`src/rtl/common_pkg.sv`:
```
// Types and constants shared by the fetch stage and the instruction-bus side.
// Holds the fetch FSM states, the fault filler word and the ibus request/response records.
package common;

    typedef enum logic [1:0] {
        IDLE = 2'd0,
        REQ  = 2'd1,
        HOLD = 2'd2,
        DROP = 2'd3
    } fb_state_t;

    // Word presented in place of bus data when the held entry is a fault.
    localparam logic [31:0] FB_NOP = 32'h0000_0000;

    typedef struct packed {
        logic        valid;
        logic [63:0] addr;
    } ibus_req_t;

    typedef struct packed {
        logic        data_ok;
        logic [31:0] data;
    } ibus_resp_t;

    function automatic logic pc_misaligned(input logic [63:0] addr);
        return addr[1:0] != 2'b00;
    endfunction

endpackage

```
`src/rtl/fetch_buffer.sv`:
```
// Instruction fetch stage: one outstanding ibus request, holds the returned word until retire.
// Flushes during a request are absorbed by draining the bus; misaligned PCs fault without a request.
module fetch_buffer
    import common::*;
#(
    parameter int CNT_W = 32
) (
    input  logic             clk,
    input  logic             reset,
    input  logic             fetch_en,
    input  logic [63:0]      pc,
    input  logic             retire,
    input  logic             flush,
    output ibus_req_t        ireq,
    input  ibus_resp_t       iresp,
    output logic             instr_valid,
    output logic [31:0]      instr,
    output logic [63:0]      instr_pc,
    output logic             misalign,
    output logic [CNT_W-1:0] fetch_cnt
);

    fb_state_t   state;
    logic [63:0] addr_q;
    logic [31:0] instr_q;
    logic        mis_q;
    logic        req_valid_q;
    logic        instr_valid_q;
    logic        misalign_q;

    // Output flags are kept as registers alongside the state so nothing downstream sees decode logic.
    always_ff @(posedge clk or posedge reset) begin
        if (reset) begin
            state         <= IDLE;
            addr_q        <= 64'h0;
            instr_q       <= 32'h0;
            mis_q         <= 1'b0;
            fetch_cnt     <= '0;
            req_valid_q   <= 1'b0;
            instr_valid_q <= 1'b0;
            misalign_q    <= 1'b0;
        end else begin
            case (state)
                IDLE: begin
                    if (fetch_en && !flush) begin
                        addr_q <= pc;
                        if (pc_misaligned(pc)) begin
                            state         <= HOLD;
                            mis_q         <= 1'b1;
                            instr_q       <= FB_NOP;
                            fetch_cnt     <= fetch_cnt + CNT_W'(1);
                            instr_valid_q <= 1'b1;
                            misalign_q    <= 1'b1;
                        end else begin
                            state       <= REQ;
                            req_valid_q <= 1'b1;
                        end
                    end
                end
                REQ: begin
                    if (iresp.data_ok) begin
                        req_valid_q <= 1'b0;
                        if (!flush) begin
                            state         <= HOLD;
                            instr_q       <= iresp.data;
                            mis_q         <= 1'b0;
                            fetch_cnt     <= fetch_cnt + CNT_W'(1);
                            instr_valid_q <= 1'b1;
                            misalign_q    <= 1'b0;
                        end else begin
                            state <= IDLE;
                        end
                    end else if (flush) begin
                        state <= DROP;
                    end
                end
                DROP: begin
                    // The request cannot be withdrawn, so wait out the response and discard it.
                    if (iresp.data_ok) begin
                        state       <= IDLE;
                        req_valid_q <= 1'b0;
                    end
                end
                HOLD: begin
                    if (flush || retire) begin
                        state         <= IDLE;
                        instr_valid_q <= 1'b0;
                        misalign_q    <= 1'b0;
                    end
                end
                default: begin
                    state         <= IDLE;
                    req_valid_q   <= 1'b0;
                    instr_valid_q <= 1'b0;
                    misalign_q    <= 1'b0;
                end
            endcase
        end
    end

    always_comb begin
        ireq       = '0;
        ireq.valid = req_valid_q;
        ireq.addr  = addr_q;
    end

    assign instr_valid = instr_valid_q;
    assign instr       = instr_q;
    assign instr_pc    = addr_q;
    assign misalign    = misaligned_out(misalign_q, mis_q);

    function automatic logic misaligned_out(input logic flag, input logic held);
        return flag & held;
    endfunction

endmodule

```
`config.mk`:
```
export PLATFORM = sky130hd
export DESIGN_NAME = fetch_buffer
export DESIGN_NICKNAME = d
export VERILOG_FILES = /design/src/rtl/common_pkg.sv /design/src/rtl/fetch_buffer.sv
export SDC_FILE = /design/constraint.sdc
export NUM_CORES = 1
export LEC_CHECK = 0
export BUFFER_PORTS_ARGS = -buffer_cell sky130_fd_sc_hd__buf_2
export CAP_MARGIN = 20
export CORE_AREA = 2 2 116 118
export DETAILED_ROUTE_END_ITERATION = 16
export DIE_AREA = 0 0 118 120
export GPL_ROUTABILITY_DRIVEN = 0
export PLACE_DENSITY = 0.8
export SLEW_MARGIN = 30
export SYNTH_ARGS = -nofsm -noshare
export SYNTH_HDL_FRONTEND = slang
export SYNTH_SLANG_ARGS = --single-unit
```
`constraint.sdc`:
```
create_clock -name clk -period 6.2 [get_ports clk]
set_clock_uncertainty 0.1 [all_clocks]
set_input_delay 0.62 -clock clk [delete_from_list [all_inputs] [get_ports clk]]
set_output_delay 0.62 -clock clk [all_outputs]
set_load 0.02 [all_outputs]
```
== Yosys cells after proc, flatten, opt, wreduce, memory -nomap -nowiden ==
Cells that the tools add are included.

* Register bits: 134
* Bits in latches: 0
* RAM bits: 0
* ROM bits: 0
* Bits of input ports: 102
* Word-level logic and storage cells: 68
* Memories kept: 0

* Add/sub/neg operators: 1
* Multipliers: 0
* Div/mod/pow operators: 0
* Order comparisons: 0
* Equal/unequal tests: 12
* Shift operators: 0
* Muxes and demuxes: 32
* Bitwise logic cells: 1
* Reductions and logical operators: 14

{| class="wikitable"
|+ Operators with widths
! kind !! count
|-
| two-way mux 32 bit || 8
|-
| one-hot mux 32 bit (2 select lines) || 2
|-
| adder 32 x 1 -> 32 bit (second input constant) || 1
|-
| two-way mux 2 bit || 7
|-
| != test 2 bit (second input constant) || 7
|-
| two-way mux 1 bit || 10
|-
| one-hot mux 2 bit (4 select lines) || 1
|-
| AND reduction 4 bit || 2
|-
| one-hot mux 1 bit (3 select lines) || 2
|-
| AND reduction 6 bit || 1
|-
| nonzero test 2 bit || 3
|-
| AND reduction 5 bit || 1
|-
| equality test 2 bit (second input constant) || 2
|-
| one-hot mux 1 bit (2 select lines) || 2
|-
| != test 3 bit (second input constant) || 1
|-
| nonzero test 3 bit || 1
|-
| equality test 2 x 1 -> 1 bit (second input constant) || 1
|-
| logical NOT 2 bit || 1
|-
| != test 2 x 1 -> 1 bit (second input constant) || 1
|-
| AND reduction 2 bit || 1
|-
| OR reduction 2 bit || 1
|-
| bitwise AND 1 bit || 1
|-
| logical AND 1 bit || 1
|-
| logical NOT 1 bit || 1
|-
| logical OR 1 bit || 1
|}

== Depth between registers and ports, before layout ==
Gate-level depths: netlist of run 1.

* Depth after elaboration: 4
* Mapped depth: 9
* Mapped depth without buffers: 7

== Worst setup path before layout of run 1 ==
OpenSTA, ideal clock, no wires.

* Kind: flip-flop to flip-flop
* Start: register state[0]
* End: register fetch_cnt[29]
* Setup time: 80 ps
* Arrival time: 2178 ps
* Required time: 6020 ps
* Setup slack: 3843 ps
* Cell stages (with the launch flop): 10
* Buffers on the path: 2
* Period minus slack after synthesis: 2357 ps
* Cell sequence: dfrtp_1 -> inv_1 -> ha_1 -> and3b_1 -> buf_2 -> o221ai_2 -> or4_1 -> buf_2 -> nor3b_2 -> xor2_1

* Longest elaborated chain between the ends: 3

{| class="wikitable"
|+ Ends and longest elaborated chain
! item !! RTL line !! RTL
|-
| from (decl) || fetch_buffer.sv:23 || <nowiki>fb_state_t state;</nowiki>
|-
| from (signal assigned) || fetch_buffer.sv:34 || <nowiki>state <= IDLE;</nowiki>
|-
| from (signal assigned) || fetch_buffer.sv:48 || <nowiki>state <= HOLD;</nowiki>
|-
| from (signal assigned) || fetch_buffer.sv:55 || <nowiki>state <= REQ;</nowiki>
|-
| equality test 2 x 1 -> 1 bit / logical NOT 2 bit (equally long branches) || fetch_buffer.sv:43 || <nowiki>case (state)</nowiki>
|-
| != test 2 bit (no source line) / nonzero test 2 bit (equally long branches) || -- ||
|-
| AND reduction 5 bit (no source line) || -- ||
|-
| to (signal assigned) || fetch_buffer.sv:51 || <nowiki>fetch_cnt <= fetch_cnt + CNT_W'(1);</nowiki>
|-
| to (signal assigned) || fetch_buffer.sv:67 || <nowiki>fetch_cnt <= fetch_cnt + CNT_W'(1);</nowiki>
|-
| to (decl) || fetch_buffer.sv:20 || <nowiki>output logic [CNT_W-1:0] fetch_cnt</nowiki>
|}

Parallel ways exist; a longest one is shown, timed or not.
A chain may end at the register's enable or synchronous reset.

== Final worst setup path of run 1 ==
* Start: register state[0]
* End: register fetch_cnt[23]

The elaborated chain is that of the path after synthesis.

==> results of run 1 <==
## worst min-delay path by stage
stage	endpoint	slack (ns)	cells after the start
after floorplan	misalign_q	0.34	2
after global placement	misalign_q	0.36	2
after detailed placement	misalign_q	0.37	2
after CTS	instr_pc[54]	0.24	2
after global routing	instr_pc[54]	0.28	2
final	instr_pc[54]	0.22	2
## power by group
part	total, mW	internal [mW]	switching [mW]
logic	1.85	0.688	1.16
clock network	0.990	0.606	0.385
registers	1.44	1.20	0.239
total	4.27	2.49	1.78
## registers in the layout (all words and copies together), names as in the netlist
signal and cells:
state 2, mis_q 1, instr 32, fetch_cnt 32
instr_valid 1, instr_pc 64, req_valid_q 1, misalign_q 1
## per-layer routing
metal / vias to the layer above / track usage (%) / wire, um
met5: - / 0 / 0
met4: 0 / 7.154 / 202
met3: 20 / 7.510 / 1023
met2: 191 / 35.43 / 7430
met1: 2119 / 23.33 / 5606
li1: 2009 / - / -
## per-stage QoR
| stage | power, mW | worst slack [ns] | utilization (%) | hold slack, ns | std cells |
|---|---|---|---|---|---|
| 6_report | 4.274 | 2.575 | 58.81 | 0.2196 | 885 |
| 5_1_grt | 4.481 | 2.347 | 58.79 | 0.2796 | 884 |
| 4_1_cts | 4.314 | 2.577 | 58.79 | 0.2397 | 884 |
| 3_5_place_dp | 3.306 | 2.589 | 54.24 | 0.3706 | 852 |
| 3_3_place_gp | 3.256 | 2.745 | 54.24 | 0.3616 | 852 |
| 2_1_floorplan | 2.876 | 1.897 | - | 0.3424 | 457 |
## placed cells by master, fill, tap and decap left out, drive strengths merged, types with 9 or more instances in the layout
cell type,instances
a22o,32
buf,300
clkbuf,18
dfrtp,134
inv,12
mux2,64
nand2,25
nand3,9
nand4,10
nor2,16
xnor2,22
xor2,9
## kinds of logic after synthesis
kind of cell    count (synthesis)  synth area share [%]
mux                            64                 12.35
compound gates                 49                 6.731
fa+ha+maj                       7                 1.500
buf+inv                        90                 10.01
flops                         134                 57.45
xor+xnor                       31                 4.652
simple gates                   82                 7.310
## area by class of cell
type	instances	area [um^2]
tap	176	220.2
sequential	134	3353
timing repair buffer	300	1511
fill	1069	5346
inverter	9	38.79
clock buffer	18	439.2
antenna	1	2.502
multi-input combinational	233	1917
clock inverter	14	151.4
==> run metrics, run 1 <==
DIE WIDTH=118 um; number of distinct library cells after synthesis=37; number of DRC markers in iteration 0=roughly 220; row count=between 40 and 50; CP Capture Point=fetch_cnt[23]; number of gates resized after CTS=0; CP Class=reg2reg; post-synthesis async set-or-reset flop share=100.0%; Yosys warnings=0; total track usage=20.45%; CTS tree=yes; Worst EP arrival=3.86 ns; fmax=roughly 280 MHz; largest net degree at the start of global routing=83; Hold Path Class=in2async; antenna violations before repair=1; 1st-pass router iterations=4; dpl hpwl=approximately 11000 um; vias per inst=4.903; Critical Path Slowest Stage Cell=or4_1; Syn Nets=around 570; Critical Path RT=about 6.4 ns; Critical path origin=state[0]; # Post-CTS Setup Buffers=0; register area share after synthesis=between 50 and 60%; boundary pin count=297; max cap viols=0; Layout area overhead=30.78%; startpoint types=flop; DR WL/cell=~16 um; first-pass GRT wire length=~22000 um; die area=14160 um^2; Synth top cells by count=dfrtp_1, buf_4, mux2_2; hold_buf cts=0; Power Density=~560 nW/um^2; Synth Register Bits=roughly 130; H-tree levels=4; layout cells sized above 1=a little under three fifths; Max FO, Critical Path=67; VDD IR-drop max=slightly above 300 uV; status=completed; worst rel slew slack=43.27%; top-area cell type share of the netlist area=a little under three fifths; vias in the first global route=4377; r2r setup slk=about 2.6 ns; worst path buffer plus inverter count=3; CP Capture Type=flop; final WL=about 14000 um; Worst R2R Start=state[0]; Synth Cell Area=between 5000 and 6000 um^2; final hold vios=0; ys flop type=dfrtp_1; worst path cell trace=inv_1, ha_1, and3b_2, buf_4, o221ai_4, buf_4, or4_1, nor3_2, xor2_1; fin crit share=roughly three fifths; P_leak=between 3 and 4 nW; FF-to-FF End=fetch_cnt[23]; Core Region=about 13000 um^2; root buffer cell=clkbuf_16; vias=between 4000 and 5000; clk sink count=134; Max Slew Vio Count=0; DP Area=about 7000 um^2; setup_tns=0 ns; final net count=804; starting density of the core=between 40% and 50%; port buffer count=between 200 and 300; crit-path most repeated cell=buf_4; R2R depth=9; Mapped Cells=457; Synth area leader=dfrtp_1; max incr delay on CP=0.77 ns; grt total ovfl=0; setup violators final=0; antenna-violating nets left=0; later-pin clock latency in the skew report=0.41 ns; Slew @ Worst Pin=0.8510 ns; Post-synth EDFFs=0; Die H=between 100 and 150 um; clock slew at reported path FFs=0.06 ns; delay-heaviest family, CP=simple AND/OR/NAND/NOR gates; ranking of synthesized cells by area=dfrtp_1, mux2_2, buf_4; Avg Cell Area, Syn=between 10 and 15 um^2; fin area=around 7600 um^2; post-route DRC violation count=0; Num CTS Buffers=17; WP depth=9; CTS Buffer Depth=2; most frequent cell after synthesis=dfrtp_1; Final min period=between 3 and 4 ns; RSZ-0062 raised after global routing=no
Note: power is estimated with default switching activity, not from simulation.
==> run 2: changes to the inputs <==
--- a/config.mk
+++ b/config.mk
@@ -7,11 +7,10 @@
 export LEC_CHECK = 0
 export BUFFER_PORTS_ARGS = -buffer_cell sky130_fd_sc_hd__buf_2
 export CAP_MARGIN = 20
-export CORE_AREA = 2 2 116 118
+export CORE_UTILIZATION = 46
 export DETAILED_ROUTE_END_ITERATION = 16
-export DIE_AREA = 0 0 118 120
 export GPL_ROUTABILITY_DRIVEN = 0
-export PLACE_DENSITY = 0.8
+export PLACE_DENSITY = 0.81
 export SLEW_MARGIN = 30
 export SYNTH_ARGS = -nofsm -noshare
 export SYNTH_HDL_FRONTEND = slang
==> constraint.sdc (replaced) <==
create_clock -name clk -period 3.8 [get_ports clk]
set_clock_uncertainty 0.1 [all_clocks]
set_input_delay 0.38 -clock clk [delete_from_list [all_inputs] [get_ports clk]]
set_output_delay 0.38 -clock clk [all_outputs]
set_load 0.02 [all_outputs]
==> run metrics, run 2 (same netlist as run 1, synthesis figures left out) <==
status=completed; Switch Pwr=2.945 mW (+65%); antenna violations before repair=2 (+1); row count=40 (-4.8%); final hold vios=0 (unchanged); final worst slack=1.133 ns (-1.442 ns); DP Cell Count=845 (-0.82%); 1st-pass router iterations=4 (unchanged); later-pin clock latency in the skew report=0.42 ns (about the same); setup_tns=0 ns (unchanged); Worst EP arrival=2.91 ns (-0.95 ns); worst rel slew slack=44.89% (+1.6 points); Reg power frac=33.6% (about the same); total power draw=6.950 mW (+63%); fin crit share=70.18% (+12 points); final WL=14160 um (-0.71%); Worst R2R Start=state[1]; Max Slew Vio Count=0 (unchanged); RSZ-0062 raised after global routing=no; CTS tree=yes; internal power=4.005 mW (+61%); final net count=805 (+0.12%); clock network power share=23.4% (+0.2 points); DR WL/cell=16.11 um (about the same); Slew @ Worst Pin=0.8267 ns (-0.02430 ns); fin cells=879 (-0.68%); total track usage=21.73% (+1.3 points); VDD IR-drop max=396.4 uV (+28%); vias in the first global route=4273 (-2.4%); starting density of the core=47.80% (+2.8 points); layout cells sized above 1=57.26% (+0.060 points); Final min period=2.667 ns (-0.9585 ns); Critical Path RT=4.04 ns (-2.39 ns); Critical path origin=state[1]; first-pass GRT wire length=21590 um (-3.9%); # Post-CTS Setup Buffers=0 (unchanged); clock slew at reported path FFs=0.06 ns (about the same); max reg flops=64 (unchanged); fmax=375.0 MHz (+36%); Power Density=910.3 nW/um^2 (+63%); die area=13140 um^2 (-7.2%); CP Class=reg2reg; setup violators final=0 (unchanged); clk sink count=134 (unchanged); Hold Path Class=in2async; max cap viols=0 (unchanged); boundary pin count=297 (unchanged); CTS Buffer Depth=2 (unchanged); vias=4362 (+0.53%); dpl hpwl=10580 um (-1.8%); largest net degree at the start of global routing=72 (-13%); hold_buf cts=0 (unchanged); startpoint types=flop; Die H=114.6 um (-4.5%); DIE WIDTH=114.6 um (-2.8%); Num CTS Buffers=17 (unchanged); antenna-violating nets left=0 (unchanged); number of gates resized after CTS=0 (unchanged); Comb power frac=43.0% (-0.2 points); pre-CTS setup slack=1.165 ns (-1.424 ns); vias per inst=4.962 (+1.2%); P_leak=3.968 nW (-0.15%); grt total ovfl=0 (unchanged); most frequent cells in the layout=buf_2, dfrtp_1, mux2_2; number of DRC markers in iteration 0=222 (unchanged); CP Capture Type=flop; post-route DRC violation count=0 (unchanged); Layout area overhead=30.80% (about the same); H-tree levels=4 (unchanged); Core Region=12210 um^2 (-5.9%); port buffer count=296 (unchanged); root buffer cell=clkbuf_16; commonest non-fill, non-tap cell in the layout=buf_2; Max FO, Critical Path=9 (-87%); switching share of power=42.38% (+0.68 points)
run 2: changes by cell type in the layout (fill, tap and decap cells not counted):
cell and delta:
clkinv_2 -3, inv_8 +3, clkinvlp_4 +2, buf_6 +1
bufinv_16 -1, clkbuf_8 -1, clkinv_4 -1, clkinv_8 +1
diode_2 +1
run 2: power groups by stage:
stage	registers [mW]	clock network (mW)	logic (mW)
after global placement	2.33	0	2.97
after detailed placement	2.35	0	3.01
after CTS	2.34	1.65	3.02
after floorplan	2.93	0	1.77
after global routing	2.41	1.71	3.20
final	2.33	1.63	2.99
run 2: final cells by class:
class,count,area (um^2)
timing repair buffer,301,1523
clock buffer,17,425.4
clock inverter,15,163.9
tap,168,210.2
sequential,134,3353
fill,974,4577
multi-input combinational,233,1917
inverter,9,37.54
antenna,2,5.005
run 2: layer usage:
| layer | track usage (%) | vias up | wire [um] |
|---|---|---|---|
| met1 | 25.37 | 2121 | 5511 |
| met4 | 8.658 | 0 | 264 |
| li1 | - | 2011 | - |
| met5 | 0 | - | 0 |
| met3 | 6.247 | 24 | 891 |
| met2 | 37.66 | 206 | 7494 |
run 2: worst max-delay path, stage by stage (launching register included):
cell,delay [ns]
dfrtp_1,0.41
inv_1,0.13
ha_1,0.27
nor2b_1,0.30
o221ai_4,0.17
or4_1,0.75
nor3b_2,0.28
xor2_1,0.16
run 2: path summary, 6_finish.rpt:
check / end / slack, ns / cells past startpoint
setup / recovery: fetch_cnt[29] / 1.13 / 7
hold / removal: instr_pc[4] / 0.04 / 3
hold reg to reg: misalign_q / 0.39 / 2
setup reg to reg: fetch_cnt[29] / 1.13 / 7
max in group asynchronous: instr_pc[43] / 2.94 / 3
min in group clk: instr[6] / 0.07 / 2
run 2: metrics by stage:
step,util (%),hold WS (ns),area [um^2]
after detailed placement,57.62,0.3792,7037
after CTS,62.45,0.06007,7626
after global routing,62.52,0.06441,7635
after global placement,57.62,0.3701,7037
final,62.52,0.04399,7635
after floorplan,-,0.3424,5841
==> run 3: changes to the inputs <==
==> constraint.sdc (replaced) <==
create_clock -name clk -period 2.7 [get_ports clk]
set_clock_uncertainty 0.1 [all_clocks]
set_input_delay 0.27 -clock clk [delete_from_list [all_inputs] [get_ports clk]]
set_output_delay 0.27 -clock clk [all_outputs]
set_load 0.02 [all_outputs]
==> run metrics, run 3 (same netlist as run 1, synthesis figures left out) <==
status=completed; antenna violations before repair=3 (+1); CP Class=reg2reg; Max FO, Critical Path=40 (+31); total power draw=10.08 mW (+45%); Worst Hold Launch=pc[43]; Max Slew Vio Count=0 (unchanged); CP Capture Type=flop; DR WL/cell=17.42 um (+8.1%); Worst EP arrival=2.68 ns (-0.23 ns); clock network power share=22.8% (-0.6 points); Worst R2R Start=state[0]; Core Region=12210 um^2 (unchanged); Comb power frac=43.9% (+0.9 points); Reg power frac=33.3% (-0.3 points); Power Density=1173 nW/um^2 (+29%); largest net degree at the start of global routing=69 (-4.2%); r2r setup slk=0.21 ns (-0.92 ns); DR WL met3=1204 um (+35%); Layout area overhead=47.20%; vias=4891 (+12%); RSZ-0062 raised after global routing=no; CTS tree=yes; Num CTS Buffers=17 (unchanged); P_leak=4.368 nW (+10%); H-tree levels=4 (unchanged); CTS Buffer Depth=2 (unchanged); max cap viols=0 (unchanged); final WL=16950 um (+20%); layout cells sized above 1=51.00% (-6.3 points); R2R depth=9 (+2); first-pass GRT wire length=26480 um (+23%); Die H=114.6 um (unchanged); worst rel slew slack=43.83% (-1.1 points); final hold vios=0 (unchanged); DR top layer=met4; total track usage=26.93% (+5.2 points); die area=13140 um^2 (unchanged); root buffer cell=clkbuf_16; grt total ovfl=0 (unchanged); Hold Path Cell Cnt=2; vias per inst=5.027 (+1.3%); dpl hpwl=10560 um (-0.20%); fmax=401.8 MHz (+7.2%); commonest non-fill, non-tap cell in the layout=buf_2; # Post-CTS Setup Buffers=0 (unchanged); switching share of power=41.79% (-0.59 points); DP Cell Count=846 (+0.12%); fin cells=973 (+11%); internal power=5.868 mW (+47%); port buffer count=296 (unchanged); setup violators final=0 (unchanged); Switch Pwr=4.213 mW (+43%); boundary pin count=297 (unchanged); vias in the first global route=4988 (+17%); later-pin clock latency in the skew report=0.42 ns (about the same); WHS=0.009421 ns (-0.03457 ns); post-route DRC violation count=0 (unchanged); startpoint types=flop; max reg flops=64 (unchanged); worst hold endpoint=instr_pc[43]; setup_tns=0 ns (unchanged); starting density of the core=47.80% (unchanged); met2 routed WL=8842 um (+18%); Final min period=2.489 ns (-0.1783 ns); clk sink count=134 (unchanged); antenna-violating nets left=0 (unchanged); Hold Path Class=in2reg; clock slew at reported path FFs=0.06 ns (about the same); Slew @ Worst Pin=0.8425 ns (+0.01583 ns); Critical Path RT=2.89 ns (-1.15 ns); FF-to-FF End=fetch_cnt[24]; row count=40 (unchanged); number of DRC markers in iteration 0=265 (+19%); DIE WIDTH=114.6 um (unchanged); fin crit share=92.17% (+22 points); most frequent cells in the layout=buf_2, dfrtp_1, dlygate4sd3_1; 1st-pass router iterations=4 (unchanged); Metal-1 WL=6311 um (+15%); final net count=898 (+12%); VDD IR-drop max=635.6 uV (+60%)
-- run 3: cell types whose count changed in the layout (fill, tap and decap cells not counted), moves of 3 or more --
cell / previous run / this run
dlygate4sd3_1: 0 / 92
inv_6: 4 / 1
inv_8: 3 / 0
clkinv_2: 0 / 3
clkbuf_8: 0 / 3
-- run 3: per-stage QoR --
stage               instance area, um^2  utilization [%]  setup slack, ns
floorplan                          5841                -           0.3426
global placement                   7057            57.79           0.1584
detailed placement                 7057            57.79          0.04171
CTS                                8572            70.19         0.009113
global route                       8592            70.36          0.03484
finish                             8592            70.36           0.2114
-- run 3: how the worst max path moves through the flow --
| stage | from | end | slack (ns) | cells past startpoint |
|---|---|---|---|---|
| 2_1_floorplan | state[0] | fetch_cnt[29] | 0.34 | 9 |
| 3_3_place_gp | state[0] | fetch_cnt[29] | 0.16 | 7 |
| 3_5_place_dp | state[1] | fetch_cnt[29] | 0.04 | 7 |
| 4_1_cts | state[0] | fetch_cnt[29] | 0.009 | 7 |
| 5_1_grt | state[0] | fetch_cnt[24] | 0.03 | 9 |
| 6_report | state[0] | fetch_cnt[24] | 0.21 | 9 |
-- run 3: timing repair --
action | 4_1_cts | 5_1_grt
hold buffers | 92 | 0
setup endpoints to repair | 0 | 16
endpoints found under the hold margin | 92 | 0
gates resized for setup | 0 | 4
-- run 3: layout make-up --
class                      instances  area [um^2]
fill                             840         3620
sequential                       134         3353
timing repair buffer             394         2464
multi-input combinational        233         1926
clock buffer                      21        470.5
tap                              168        210.2
clock inverter                    11        123.9
inverter                           9        37.54
antenna                            3        7.507
-- run 3: layer usage --
metal,up-vias,GRT usage (%)
li1,2194,-
met1,2396,29.64
met2,249,46.22
met3,52,8.258
met4,0,15.32
met5,-,0
-- run 3: power groups by stage --
stage,clock (mW),combinational [mW],sequential (mW)
floorplan,0,2.49,4.12
global placement,0,4.18,3.28
detailed placement,0,4.24,3.33
CTS,2.32,4.36,3.31
global route,2.42,4.70,3.46
finish,2.30,4.43,3.35
-- run 3: worst max-delay path, stage by stage (launching register included) --
cell      delay (ns)
dfrtp_1         0.43
inv_1           0.16
ha_2            0.28
and3b_2         0.27
o221ai_4        0.13
buf_6           0.21
nor4_2          0.29
buf_4           0.19
nand3_1         0.10
xnor2_1         0.15
